**config.mk**
```make
export PLATFORM = sky130hd
export DESIGN_NAME = cfg_axil_write_seq
export DESIGN_NICKNAME = d
export VERILOG_FILES = /design/src/rtl/cfg_axil_write_seq.sv
export SDC_FILE = /design/constraint.sdc
export NUM_CORES = 1
export LEC_CHECK = 0
export ABC_AREA = 1
export BUFFER_PORTS_ARGS = -buffer_cell sky130_fd_sc_hd__buf_2
export CORE_ASPECT_RATIO = 1.75
export CORE_MARGIN = 2
export CORE_UTILIZATION = 30
export CTS_CLUSTER_DIAMETER = 80
export DETAILED_ROUTE_END_ITERATION = 8
export GPL_TIMING_DRIVEN = 0
export PLACE_DENSITY = 0.54
export SYNTH_ARGS = -nofsm -noshare
export SYNTH_HDL_FRONTEND = slang
export SYNTH_SLANG_ARGS = --single-unit
```
**constraint.sdc**
```tcl
create_clock -name clk -period 18.67 [get_ports clk]
set_input_delay 3.734 -clock clk [delete_from_list [all_inputs] [get_ports clk]]
set_output_delay 3.734 -clock clk [all_outputs]
set_load 0.01 [all_outputs]
```
**src/rtl/cfg_axil_write_seq.sv**
```systemverilog
// cfg_axil_write_seq: snapshots a register bank on start and replays the enabled
// words as single-beat AXI4-Lite writes to consecutive addresses, then reports done/error.
`default_nettype none

module cfg_axil_write_seq #(
    parameter int N_WORDS    = 16,
    parameter int ADDR_WIDTH = 32
) (
    input  logic                    clk,
    input  logic                    rst_n,
    input  logic                    start_i,
    input  logic [N_WORDS*32-1:0]   regs_i,
    input  logic [N_WORDS-1:0]      en_i,
    input  logic [ADDR_WIDTH-1:0]   base_addr_i,
    output logic                    busy_o,
    output logic                    done_o,
    output logic                    err_o,
    output logic [5:0]              err_idx_o,
    output logic                    awvalid_o,
    input  logic                    awready_i,
    output logic [ADDR_WIDTH-1:0]   awaddr_o,
    output logic [2:0]              awprot_o,
    output logic                    wvalid_o,
    input  logic                    wready_i,
    output logic [31:0]             wdata_o,
    output logic [3:0]              wstrb_o,
    input  logic                    bvalid_i,
    output logic                    bready_o,
    input  logic [1:0]              bresp_i
);

    localparam int IDX_W = (N_WORDS > 1) ? $clog2(N_WORDS) : 1;

    typedef enum logic [1:0] {
        S_IDLE   = 2'd0,
        S_ISSUE  = 2'd1,
        S_WAIT_B = 2'd2,
        S_DONE   = 2'd3
    } state_t;

    state_t                  state_q;
    logic [IDX_W-1:0]        idx_q;
    logic [31:0]             regs_snap_q [N_WORDS];
    logic [N_WORDS-1:0]      en_snap_q;
    logic                    busy_q;
    logic                    done_q;
    logic                    err_q;
    logic [5:0]              err_idx_q;
    logic                    awvalid_q;
    logic [ADDR_WIDTH-1:0]   awaddr_q;
    logic                    wvalid_q;
    logic [31:0]             wdata_q;
    logic                    bready_q;

    logic [IDX_W-1:0]        idx_inc;
    logic                    last_word;
    logic                    aw_done;
    logic                    w_done;
    logic                    advance;

    assign idx_inc   = idx_q + 1'b1;
    assign last_word = (idx_q == IDX_W'(N_WORDS - 1));
    // A channel counts as done once its valid has dropped or it handshakes this cycle.
    assign aw_done   = !awvalid_q || awready_i;
    assign w_done    = !wvalid_q  || wready_i;
    assign advance   = ((state_q == S_ISSUE) && !en_snap_q[idx_q]) ||
                       ((state_q == S_WAIT_B) && bvalid_i);

    always_ff @(posedge clk) begin
        if (!rst_n) begin
            state_q   <= S_IDLE;
            idx_q     <= '0;
            en_snap_q <= '0;
            for (int k = 0; k < N_WORDS; k++) begin
                regs_snap_q[k] <= '0;
            end
            busy_q    <= 1'b0;
            done_q    <= 1'b0;
            err_q     <= 1'b0;
            err_idx_q <= '0;
            awvalid_q <= 1'b0;
            awaddr_q  <= '0;
            wvalid_q  <= 1'b0;
            wdata_q   <= '0;
            bready_q  <= 1'b0;
        end else begin
            done_q <= 1'b0;
            case (state_q)
                S_IDLE: begin
                    if (start_i) begin
                        for (int k = 0; k < N_WORDS; k++) begin
                            regs_snap_q[k] <= regs_i[32*k +: 32];
                        end
                        en_snap_q <= en_i;
                        err_q     <= 1'b0;
                        err_idx_q <= '0;
                        idx_q     <= '0;
                        busy_q    <= 1'b1;
                        // Word 0 is presented straight from the inputs being snapshotted.
                        awvalid_q <= en_i[0];
                        wvalid_q  <= en_i[0];
                        awaddr_q  <= base_addr_i;
                        wdata_q   <= regs_i[31:0];
                        state_q   <= S_ISSUE;
                    end
                end
                S_ISSUE: begin
                    if (en_snap_q[idx_q]) begin
                        if (awvalid_q && awready_i) awvalid_q <= 1'b0;
                        if (wvalid_q && wready_i)   wvalid_q  <= 1'b0;
                        if (aw_done && w_done) begin
                            bready_q <= 1'b1;
                            state_q  <= S_WAIT_B;
                        end
                    end
                end
                S_WAIT_B: begin
                    if (bvalid_i) begin
                        bready_q <= 1'b0;
                        if ((bresp_i != 2'b00) && !err_q) begin
                            err_q     <= 1'b1;
                            err_idx_q <= 6'(idx_q);
                        end
                    end
                end
                S_DONE: begin
                    state_q <= S_IDLE;
                end
                default: begin
                    state_q <= S_IDLE;
                end
            endcase

            if (advance) begin
                if (last_word) begin
                    busy_q  <= 1'b0;
                    done_q  <= 1'b1;
                    state_q <= S_DONE;
                end else begin
                    idx_q     <= idx_inc;
                    awvalid_q <= en_snap_q[idx_inc];
                    wvalid_q  <= en_snap_q[idx_inc];
                    awaddr_q  <= awaddr_q + ADDR_WIDTH'(4);
                    wdata_q   <= regs_snap_q[idx_inc];
                    state_q   <= S_ISSUE;
                end
            end
        end
    end

    assign busy_o    = busy_q;
    assign done_o    = done_q;
    assign err_o     = err_q;
    assign err_idx_o = err_idx_q;
    assign awvalid_o = awvalid_q;
    assign awaddr_o  = awaddr_q;
    assign awprot_o  = 3'b000;
    assign wvalid_o  = wvalid_q;
    assign wdata_o   = wdata_q;
    assign wstrb_o   = 4'hF;
    assign bready_o  = bready_q;

endmodule

`default_nettype wire

```
---- Word level (Yosys, flattened, before mapping) ----
Memory sizes are Yosys's and may differ from the RTL's.
Cells that the tools add are included.
word-level totals
  flip-flop bits (word level) ............. 98
  RAM bits ................................ 512
  input bits .............................. 568
  output and inout port bits .............. 83
  logic and storage cells ................. 140
  memories kept ........................... 1
memories
  memory       depth  bits a word  read ports  clocked after memory_dff  wr ports  RTL line  source
  regs_snap_q  16     32           1           0                         16        43        logic [31:0] regs_snap_q [N_WORDS];
cells by class
  $add $sub $neg .......................... 2
  $lt $le $gt $ge ......................... 2
  equal/unequal tests ..................... 12
  multiplexer cells ....................... 72
  bitwise operators ....................... 16
  reduce and logical (&&, ||, !) cells .... 23
operators by type and width
  operator               number
  $mux 32                24
  $add 32x3->32 const B  1
  $mux 1                 28
  $mux 6                 3
  $mux 4                 4
  $or 1x1->1             16
  $pmux 6 s2             1
  $reduce_and 4->1       3
  $lt 4x5->1 const B     2
  $mux 2                 5
  $bmux 1 s4             2
  $pmux 1 s2             4
  $logic_and 1x1->1      6
  $ne 2x1->1 const B     3
  $ne 3x2->1 const B     2
  $pmux 2 s3             1
  $reduce_bool 2->1      3
  $add 4x1->4 const B    1
  $eq 2x2->1 const B     2
  $eq 4x4->1 const B     1
  $logic_not 1->1        4
  $ne 2x2->1 const B     2
  $reduce_and 2->1       2
  $reduce_bool 4->1      1
  4 further kinds        6

---- Depth between registers and ports, before layout ----
Gate-level depths: netlist (run 1).
  word-level depth ........................ 7
  mapped depth ............................ 13
  depth with buffers taken out ............ 12

---- Least setup slack after synthesis (run 1) ----
Ideal clock, no wire load.
  kind .................................... input -> register
  from .................................... input port start_i
  to ...................................... register en_snap_q[10]
  setup time .............................. 0.741 ns
  data arrival time ....................... 18.518 ns
  required time ........................... 17.929 ns
  path slack .............................. -0.588 ns
  stages .................................. 5
  path buffers ............................ 2
  cells stage by stage .................... nand2_1 -> clkbuf_1 -> nand2_1 -> clkbuf_1 -> o21ai_0
between the ends
  cells in the longest elaborated chain, start to end .. 1
ends and longest elaborated chain
  item                        RTL line  source
  start, declared             11        input logic start_i,
  $reduce_and 2->1 (no line)  --
  end signal, assigned        94        en_snap_q <= en_i;
  end, declared               44        logic [N_WORDS-1:0] en_snap_q;
No other way between the ends.
A chain may end at the register's enable or synchronous reset.

==> results of run 1 <==
## worst max-delay path: stages
cell and delay, ns:
buf_2 0.13, nand2_1 0.54, clkbuf_1 0.55, nand2_1 0.29
clkbuf_8 0.63, buf_16 0.42, buf_16 0.51
## worst max-delay path by stage
stage	slack [ns]	start	to	depth (start not counted)
after floorplan	7.27	start_i	regs_snap_q[0][0]	4
after global placement	2.92	start_i	en_snap_q[9]	6
after detailed placement	11.24	start_i	regs_snap_q[4][7]	7
after CTS	11.94	start_i	regs_snap_q[4][0]	7
after global routing	11.85	start_i	regs_snap_q[4][0]	7
final	11.99	start_i	regs_snap_q[5][1]	7
## report_power, final
part           total, µW  switching, µW  internal (µW)
clock network       1230            579            652
registers           2030            154           1870
logic               1940           1420            521
total               5200           2150           3040
## through the flow
stage | util (%) | total power [µW] | hold WS, ns
floorplan | - | 3130 | 0.455
global placement | 35.2 | 4080 | 0.452
detailed placement | 35.3 | 4000 | 0.453
CTS | 37.3 | 5220 | 0.464
global route | 37.3 | 5450 | 0.484
finish | 37.3 | 5200 | 0.466
## layer usage
| layer | track usage [%] | vias up | part of all wire [%] |
|---|---|---|---|
| li1 | - | 12500 | - |
| met1 | 31.7 | 12400 | 38 |
| met2 | 46.7 | 1167 | 49 |
| met3 | 2.92 | 261 | 6.1 |
| met4 | 15.1 | 4 | 6.2 |
| met5 | 0 | - | 0.013 |
## registers in the layout (all words and copies together), names as in the netlist
name	cells
awvalid_o	1
idx_q	4
state_q	2
done_o	1
busy_o	1
err_idx_o	4
bready_o	1
wvalid_o	1
awaddr_o	32
regs_snap_q	512
wdata_o	32
en_snap_q	16
err_o	1
## Yosys cell counts, drive strengths merged
cell type	n	area share, %
a21oi	41	0.69
and3	2	0.042
buf	83	1.6
clkbuf	132	1.7
clkinv	1	0.013
conb	2	0.025
dfxtp	96	6.5
edfxtp	512	52
ha	6	0.25
inv	533	6.8
mux2i	1	0.034
nand2	567	7.3
nand3	105	1.8
nand3b	4	0.10
nand4	3	0.064
nor2	849	11
nor3	10	0.17
o211ai	97	2.5
o21ai	351	5.9
o21bai	1	0.025
o221ai	32	0.95
o22ai	1	0.021
or2	1	0.021
xnor2	2	0.059
xor2	17	0.53
## area by class of cell
class / instances / area (µm²) / area share [%]
flip-flops and latches: 608 / 17300 / 47.4
clock buffers: 75 / 1630 / 4.47
multi-input cells: 2099 / 9270 / 25.4
clock inverters: 39 / 284 / 0.779
diodes: 15 / 37.5 / 0.103
repair buffers: 644 / 3310 / 9.09
plain buffers: 215 / 988 / 2.71
well taps: 1309 / 1640 / 4.49
inverters: 534 / 2000 / 5.50
## cells by family after synthesis
logic type | count (synthesis) | share of synthesized area (%)
other cells | 2 | 0.0254
fa+ha+maj | 6 | 0.254
mux | 1 | 0.0339
simple gates | 1541 | 20.3
buf+inv | 749 | 10.1
xor+xnor | 19 | 0.589
compound gates | 523 | 10.1
flops | 608 | 58.6
==> run summary, run 1 <==
chip height: 419 µm
core area: 97800 µm²
pre-CTS setup slack: 11.24 ns
Syn Inst Count: 3449
P&R area growth vs syn: 23.5%
vias in the first global route: 26.1k
Port-buffer cells: 640
final hold violations: 0
die width: 241 µm
Resized Gates After CTS: 0
slew margin rel.: 16.9%
Post-Syn Area: 29500 µm²
first-pass GRT wire length: 186000 µm
status: finished clean
register area share after synthesis: 58.6%
CTS max path bufs: 3
FF-to-FF Start: state_q[1]
Max Slew Vio Count: 0
TritonCTS buffer count: 61
Max H-tree Level: 2
RSZ-0062 raised after global routing: false
design area: 36500 µm²
Die Area: 101000 µm²
setup tns final: 0 ns
hold depth: 2
antenna violations before repair: 26
maximum clock frequency: 0.150 GHz
reg-to-reg endpoint: regs_snap_q[5][1]
power per cell area: 142 nW/µm²
WS Path Type: input pin to flop
nets: 4737
Worst Path Required: 18.95 ns
Fill cells: 10.4k
post-DR wirelength/cell: 24.9 µm
setup ws final: 11.99 ns
router iterations before antenna repair: 6
# DRC: 0
grt ovf: 0
RePlAce Congestion: 0.949
Hold Crit Start: err_idx_o[3]
largest net degree at the start of global routing: 125
Synth Register Bits: 608
CP max FO: 124
Mapped Avg Cell Area: 8.56 µm²
placed cells: 5409
Initial Util: 30.2%
final setup violation count: 0
final std cells w/o fill: 5538
final worst path period need: 6.68 ns
CTS clock-pin slew for the worst setup and hold paths: 0.07 ns
# IOs: 651
Worst Hold Class: flop to flop
most frequent cells in the layout: nor2_1 (847), buf_2 (690), nand2_1 (563), inv_1 (526), edfxtp_1 (512)
clk sinks: 608
Arr. time, crit path: 6.96 ns
worst-skew pair later-pin latency: 0.65 ns
Worst VDD drop: 0.0795 mV
placed inst area: 34500 µm²
Vias per Instance: 4.74
Worst R2R Path Depth: 9
Final period util: 35.8%
Post CTS Setup Buffer Count: 0
flop-to-flop setup slack: 14.44 ns
Lkg Pwr: 0.0175 µW
CP Capture Type: flop
CTS root buf: clkbuf_16
DR iter-0 viols: 2253
post-route ant nets: 0
CP Launch Type: input pin
DPL Wire Length: 109000 µm
routed via count: 26.3k
hold path endpoint: err_idx_o[3]
Yosys cell types: 35
final wirelength: 138000 µm
CTS tree: done
Worst Tran Pin Value: 1.25 ns
Post-CTS Hold Buffers: 0
Max Cap Violations: 0
worst-case clock skew: 0.0176 ns
gr usage total: 26.8%
leading cell type in the layout, fill and taps excluded: nor2_1
share of cells above drive strength 1: 19.7%
Synthesis Warnings: 0
FP Rows: 152
Note: power is estimated with default switching activity, not from simulation.
==> run 2, diff against run 1 <==
- PLACE_DENSITY: 0.54 -> 0.52
- clock period: 18.67 -> 6.5 ns (I/O delays scaled with it)
==> run 2 against run 1 <==
Clock skew grew 0.012 ns. Via count is essentially flat. Critical path depth grew 2. Wire length shrank 0.43%. First-iteration DRC count shrank 12%. Global-route usage shrank 0.16 points. Critical path type is now flop to flop. Largest cell class unchanged. Largest power group unchanged.
==> run summary, run 2 (synthesis results as in run 1) <==
Final period util: 66.6%
antenna violations before repair: 19 (was 26)
leading cell type in the layout, fill and taps excluded: nor2_1 (unchanged)
P&R area growth vs syn: 23.9% (was 23.5%)
flop-to-flop setup slack: 2.17 ns (was 14.44 ns)
routed via count: 26.2k (was 26.3k)
switching share of total power: 40.8% (was 41.4%)
WS Path Type: flop to flop (was input pin to flop)
placed cells: 5408 (was 5409)
final wirelength: 137000 µm (was 138000 µm)
TritonCTS buffer count: 61 (unchanged)
FF-to-FF Start: state_q[0] (was state_q[1])
worst-skew pair later-pin latency: 0.68 ns (was 0.65 ns)
Port-buffer cells: 640 (unchanged)
largest net degree at the start of global routing: 170 (was 125)
status: finished clean (unchanged)
Die Area: 101000 µm² (unchanged)
Max Cap Violations: 0 (unchanged)
worst-case clock skew: 0.0297 ns (was 0.0176 ns)
most frequent cells in the layout: nor2_1 (847), buf_2 (690), nand2_1 (563), inv_1 (526), edfxtp_1 (512) (unchanged)
maximum clock frequency: 0.231 GHz
Clock Power Share: 24.8% (was 23.7%)
post-route ant nets: 0 (unchanged)
Arr. time, crit path: 4.62 ns (was 6.96 ns)
CTS max path bufs: 3 (unchanged)
Worst VDD drop: 0.191 mV (was 0.0795 mV)
Worst Tran Pin Value: 1.23 ns (was 1.25 ns)
FP Rows: 152 (unchanged)
CP Capture Type: flop (unchanged)
core area: 97800 µm² (unchanged)
CP max FO: 169 (was 124)
RePlAce Congestion: 0.986 (was 0.949)
Sw Pwr: 6180 µW (was 2150 µW)
Post CTS Setup Buffer Count: 0 (unchanged)
power per cell area: 414 nW/µm² (was 142 nW/µm²)
final setup violation count: 0 (unchanged)
Lkg Pwr: 0.0175 µW (about the same)
CP Launch Type: flop (was input pin)
PnR Total Power: 15100 µW (was 5200 µW)
router iterations before antenna repair: 5 (was 6)
Post-CTS Hold Buffers: 0 (unchanged)
most flop-heavy register: regs_snap_q (unchanged)
# DRC: 0 (unchanged)
Max H-tree Level: 2 (unchanged)
Largest register FFs: 512 (unchanged)
Worst R2R Path Depth: 9 (unchanged)
reg-to-reg endpoint: regs_snap_q[6][14] (was regs_snap_q[5][1])
final std cells w/o fill: 5538 (unchanged)
Worst Hold Class: flop to flop (unchanged)
Worst Path Required: 6.79 ns (was 18.95 ns)
first-pass GRT wire length: 185000 µm (was 186000 µm)
post-DR wirelength/cell: 24.8 µm (was 24.9 µm)
DR iter-0 viols: 1977 (was 2253)
sequential power share: 38.3% (was 39.0%)
CTS clock-pin slew for the worst setup and hold paths: 0.07 ns (about the same)
Max Slew Vio Count: 0 (unchanged)
Internal: 8950 µW (was 3040 µW)
DPL Wire Length: 108000 µm (was 109000 µm)
CTS root buf: clkbuf_16 (unchanged)
FF+latch area: 17300 µm² (unchanged)
gr usage total: 26.6% (was 26.8%)
Fill cells: 10.5k (was 10.4k)
# IOs: 651 (unchanged)
Critical Path End: regs_snap_q[6][14] (was regs_snap_q[5][1])
CP Launch Point: state_q[0] (was start_i)
nets: 4736 (was 4737)
clk sinks: 608 (unchanged)
final worst path period need: 4.33 ns
Resized Gates After CTS: 0 (unchanged)
die width: 241 µm (unchanged)
RSZ-0062 raised after global routing: false (unchanged)
Initial Util: 30.2% (unchanged)
chip height: 419 µm (unchanged)
vias in the first global route: 26.2k (was 26.1k)
Comb pwr share: 36.9% (was 37.3%)
share of cells above drive strength 1: 19.8% (was 19.7%)
Vias per Instance: 4.74 (about the same)
slew margin rel.: 18.0% (was 16.9%)
CTS tree: done (unchanged)
grt ovf: 0 (unchanged)
final hold violations: 0 (unchanged)
area of the multi-input gates: 9270 µm² (unchanged)
[run 2: changes by cell type in the layout (fill, tap and decap cells not counted), moves of 4 or more]
cell	before	now
inv_6	6	2
clkinvlp_4	4	8
bufinv_16	2	8
clkinv_1	11	7
[run 2: worst min-delay path by stage]
stage,depth (start not counted),from,slack [ns],endpoint
floorplan,2,en_snap_q[13],0.46,en_snap_q[13]
global placement,2,err_idx_o[2],0.45,err_idx_o[2]
detailed placement,2,err_idx_o[3],0.46,err_idx_o[3]
CTS,2,err_idx_o[3],0.47,err_idx_o[3]
global route,2,err_idx_o[0],0.49,err_idx_o[0]
finish,2,err_idx_o[2],0.47,err_idx_o[2]
[run 2: layout make-up]
| cell class | count | area share (%) |
|---|---|---|
| repair buffers | 643 | 8.98 |
| plain buffers | 215 | 2.73 |
| clock buffers | 74 | 4.36 |
| clock inverters | 40 | 1.21 |
| well taps | 1309 | 4.48 |
| diodes | 16 | 0.109 |
| inverters | 534 | 5.48 |
| flip-flops and latches | 608 | 47.3 |
| multi-input cells | 2099 | 25.4 |
[run 2: metal layers]
layer	global-route usage, %	vias up	share of wire, %
met5	0	-	0.042
met4	13.5	10	5.5
met3	3.50	249	6.3
met2	48.0	1090	51
met1	30.4	12400	38
li1	-	12500	-
[run 2: power by group through the flow]
stage,logic [µW],registers [µW],clock network [µW]
global route,6060,5870,3920
CTS,5630,5790,3790
detailed placement,5620,5870,0
global placement,5540,6030,0
floorplan,3010,5860,0
finish,5580,5800,3750
[run 2: through the flow]
step           area (µm²)  TNS (ns)  worst slack [ns]  utilization [%]  hold slack (ns)
2_1_floorplan       29600         0             0.522                -            0.455
3_3_place_gp        34400  -1165.36             -2.31             35.2            0.452
3_5_place_dp        34500         0              1.51             35.3            0.459
4_1_cts             36500         0              2.17             37.4            0.471
5_1_grt             36600         0              1.95             37.4            0.487
6_report            36600         0              2.17             37.4            0.468
[run 2: worst max-delay path, stage by stage (launching register included)]
cell	delay, ns
dfxtp_1	0.34
inv_1	0.11
ha_1	0.15
buf_2	0.18
nand2_1	0.59
clkbuf_1	0.51
nand2_1	0.32
clkbuf_16	0.34
buf_16	0.45
buf_16	0.56
==> run 3, diff against run 2 <==
- clock period: 6.5 -> 4.22 ns (I/O delays scaled with it)
==> run 3 against run 2 <==
Final area rose by 0.18%. First-iteration DRC count rose by 2.0%. Via count fell by 0.34%. Sequential share of layout area fell by 0.084 points. Clock power rose by 54%.
==> run summary, run 3 (synthesis results as in run 1) <==
WS Path Type: flop to flop (unchanged)
vias in the first global route: 25.7k (was 26.2k)
final hold violations: 0 (unchanged)
WL met1: 53000 µm (was 51400 µm)
DR top layer: met5 (unchanged)
Post-CTS Hold Buffers: 0 (unchanged)
TritonCTS buffer count: 61 (unchanged)
Max H-tree Level: 2 (unchanged)
largest net degree at the start of global routing: 123 (was 170)
Vias per Instance: 4.72 (was 4.74)
flop-to-flop setup slack: 0.13 ns (was 2.17 ns)
most frequent cells in the layout: nor2_1 (847), buf_2 (690), nand2_1 (563), inv_1 (526), edfxtp_1 (512) (unchanged)
CP Launch Type: flop (unchanged)
Largest register FFs: 512 (unchanged)
Resized Gates After CTS: 0 (unchanged)
Internal: 13900 µW (was 8950 µW)
antenna violations before repair: 13 (was 19)
FP Rows: 152 (unchanged)
final worst path period need: 4.09 ns (was 4.33 ns)
status: finished clean (unchanged)
Worst VDD drop: 0.317 mV (was 0.191 mV)
setup tns final: 0 ns (unchanged)
Comb pwr share: 37.0% (was 36.9%)
core area: 97800 µm² (unchanged)
CP max FO: 10 (was 169)
post-route ant nets: 0 (unchanged)
Max Slew Vio Count: 0 (unchanged)
PnR Total Power: 23300 µW (was 15100 µW)
# IOs: 651 (unchanged)
worst-skew pair later-pin latency: 0.66 ns (was 0.68 ns)
gr usage total: 26.7% (was 26.6%)
final wirelength: 138000 µm (was 137000 µm)
die width: 241 µm (unchanged)
Final period util: 96.8% (was 66.6%)
Worst Path Required: 4.75 ns (was 6.79 ns)
CTS root buf: clkbuf_16 (unchanged)
Lkg Pwr: 0.0176 µW (was 0.0175 µW)
CP Launch Point: idx_q[1] (was state_q[0])
clk sinks: 608 (unchanged)
power per cell area: 637 nW/µm² (was 414 nW/µm²)
CTS clock-pin slew for the worst setup and hold paths: 0.07 ns (about the same)
RSZ-0062 raised after global routing: false (unchanged)
P&R area growth vs syn: 24.1% (was 23.9%)
Max Cap Violations: 0 (unchanged)
Arr. time, crit path: 4.62 ns (about the same)
Initial Util: 30.2% (unchanged)
RePlAce Congestion: 0.937 (was 0.986)
Worst R2R Path Depth: 10 (was 9)
first-pass GRT wire length: 186000 µm (was 185000 µm)
metal2 WL: 68300 µm (was 69600 µm)
final setup violation count: 0 (unchanged)
FF-to-FF Start: idx_q[1] (was state_q[0])
DR iter-0 viols: 2016 (was 1977)
chip height: 419 µm (unchanged)
Clock Power Share: 24.8% (about the same)
Fill cells: 10.4k (was 10.5k)
nets: 4738 (was 4736)
hold path endpoint: en_snap_q[8] (was err_idx_o[2])
worst-case clock skew: 0.0257 ns (was 0.0297 ns)
leading cell type in the layout, fill and taps excluded: nor2_1 (unchanged)
switching share of total power: 40.6% (was 40.8%)
# DRC: 0 (unchanged)
Port-buffer cells: 640 (unchanged)
router iterations before antenna repair: 6 (was 5)
met3 routed WL: 8050 µm (was 8580 µm)
reg-to-reg endpoint: wdata_o[22] (was regs_snap_q[6][14])
DPL Wire Length: 108000 µm (about the same)
Hold Crit Start: en_i[8] (was err_idx_o[2])
CTS tree: done (unchanged)
maximum clock frequency: 0.245 GHz (was 0.231 GHz)
Worst Hold Class: input pin to flop (was flop to flop)
post-DR wirelength/cell: 24.9 µm (was 24.8 µm)
share of cells above drive strength 1: 19.8% (about the same)
hold depth: 3 (was 2)
grt ovf: 0 (unchanged)
routed via count: 26.2k (about the same)
sequential power share: 38.2% (was 38.3%)
slew margin rel.: 16.0% (was 18.0%)
CP Capture Type: flop (unchanged)
Sw Pwr: 9470 µW (was 6180 µW)
CTS max path bufs: 3 (unchanged)
Worst Tran Pin Value: 1.26 ns (was 1.23 ns)
Die Area: 101000 µm² (unchanged)
Post CTS Setup Buffer Count: 0 (unchanged)
most flop-heavy register: regs_snap_q (unchanged)
## run 3: changes by cell type in the layout (fill, tap and decap cells not counted), sizes merged
cell      before  now
bufinv         8    9
clkinvlp       8    3
diode         16   12
bufbuf         0    2
inv          536  537
clkbuf       206  205
clkinv        22   26
## run 3: power by group through the flow
stage | sequential [µW] | combinational, µW | clock, µW
after floorplan | 8940 | 4650 | 0
after global placement | 9160 | 8520 | 0
after detailed placement | 9040 | 8620 | 0
after CTS | 8910 | 8700 | 5860
after global routing | 9030 | 9380 | 6080
final | 8920 | 8630 | 5790
## run 3: through the flow
stage	utilization (%)	setup slack [ns]	area (µm²)	instances	hold slack, ns
finish	37.5	0.134	36600	5536	0.415
global route	37.5	0.0282	36600	5528	0.417
CTS	37.5	0.130	36600	5524	0.381
detailed placement	35.3	-0.460	34500	5408	0.459
global placement	35.2	-1.91	34400	5405	0.453
floorplan	-	0.263	29600	3456	0.455
## run 3: cell type report
type	instances	area, µm²	share of cell area [%]
buffer	215	1000	2.73
clock buffer	73	1600	4.37
antenna	12	30.0	0.0820
clock inverter	41	447	1.22
tap	1309	1640	4.47
inverter	534	2000	5.47
multi-input combinational	2099	9270	25.3
timing repair buffer	645	3350	9.14
sequential	608	17300	47.2
## run 3: metal layers
layer	up-vias	GRT usage, %
li1	12500	-
met1	12300	31.5
met2	1093	46.9
met3	239	3.05
met4	4	14.4
met5	-	0
## run 3: worst max-delay path, cell delays in order, from the launching register on
cell and delay (ns):
dfxtp_1 0.58, ha_1 0.28, nor2_1 0.06, nor2_2 0.60
buf_2 0.48, clkbuf_1 0.75, o211ai_1 0.36, nand3_1 0.54
nand2_1 0.09, o21ai_1 0.14, nor2_1 0.05
## run 3: how the worst max path moves through the flow
stage	endpoint	slack [ns]	cells after the start
3_5_place_dp	regs_snap_q[5][20]	-0.46	7
6_report	wdata_o[22]	0.13	10
2_1_floorplan	regs_snap_q[0][0]	0.26	4
3_3_place_gp	regs_snap_q[4][19]	-1.91	5
4_1_cts	regs_snap_q[2][29]	0.13	9
5_1_grt	regs_snap_q[14][4]	0.03	9
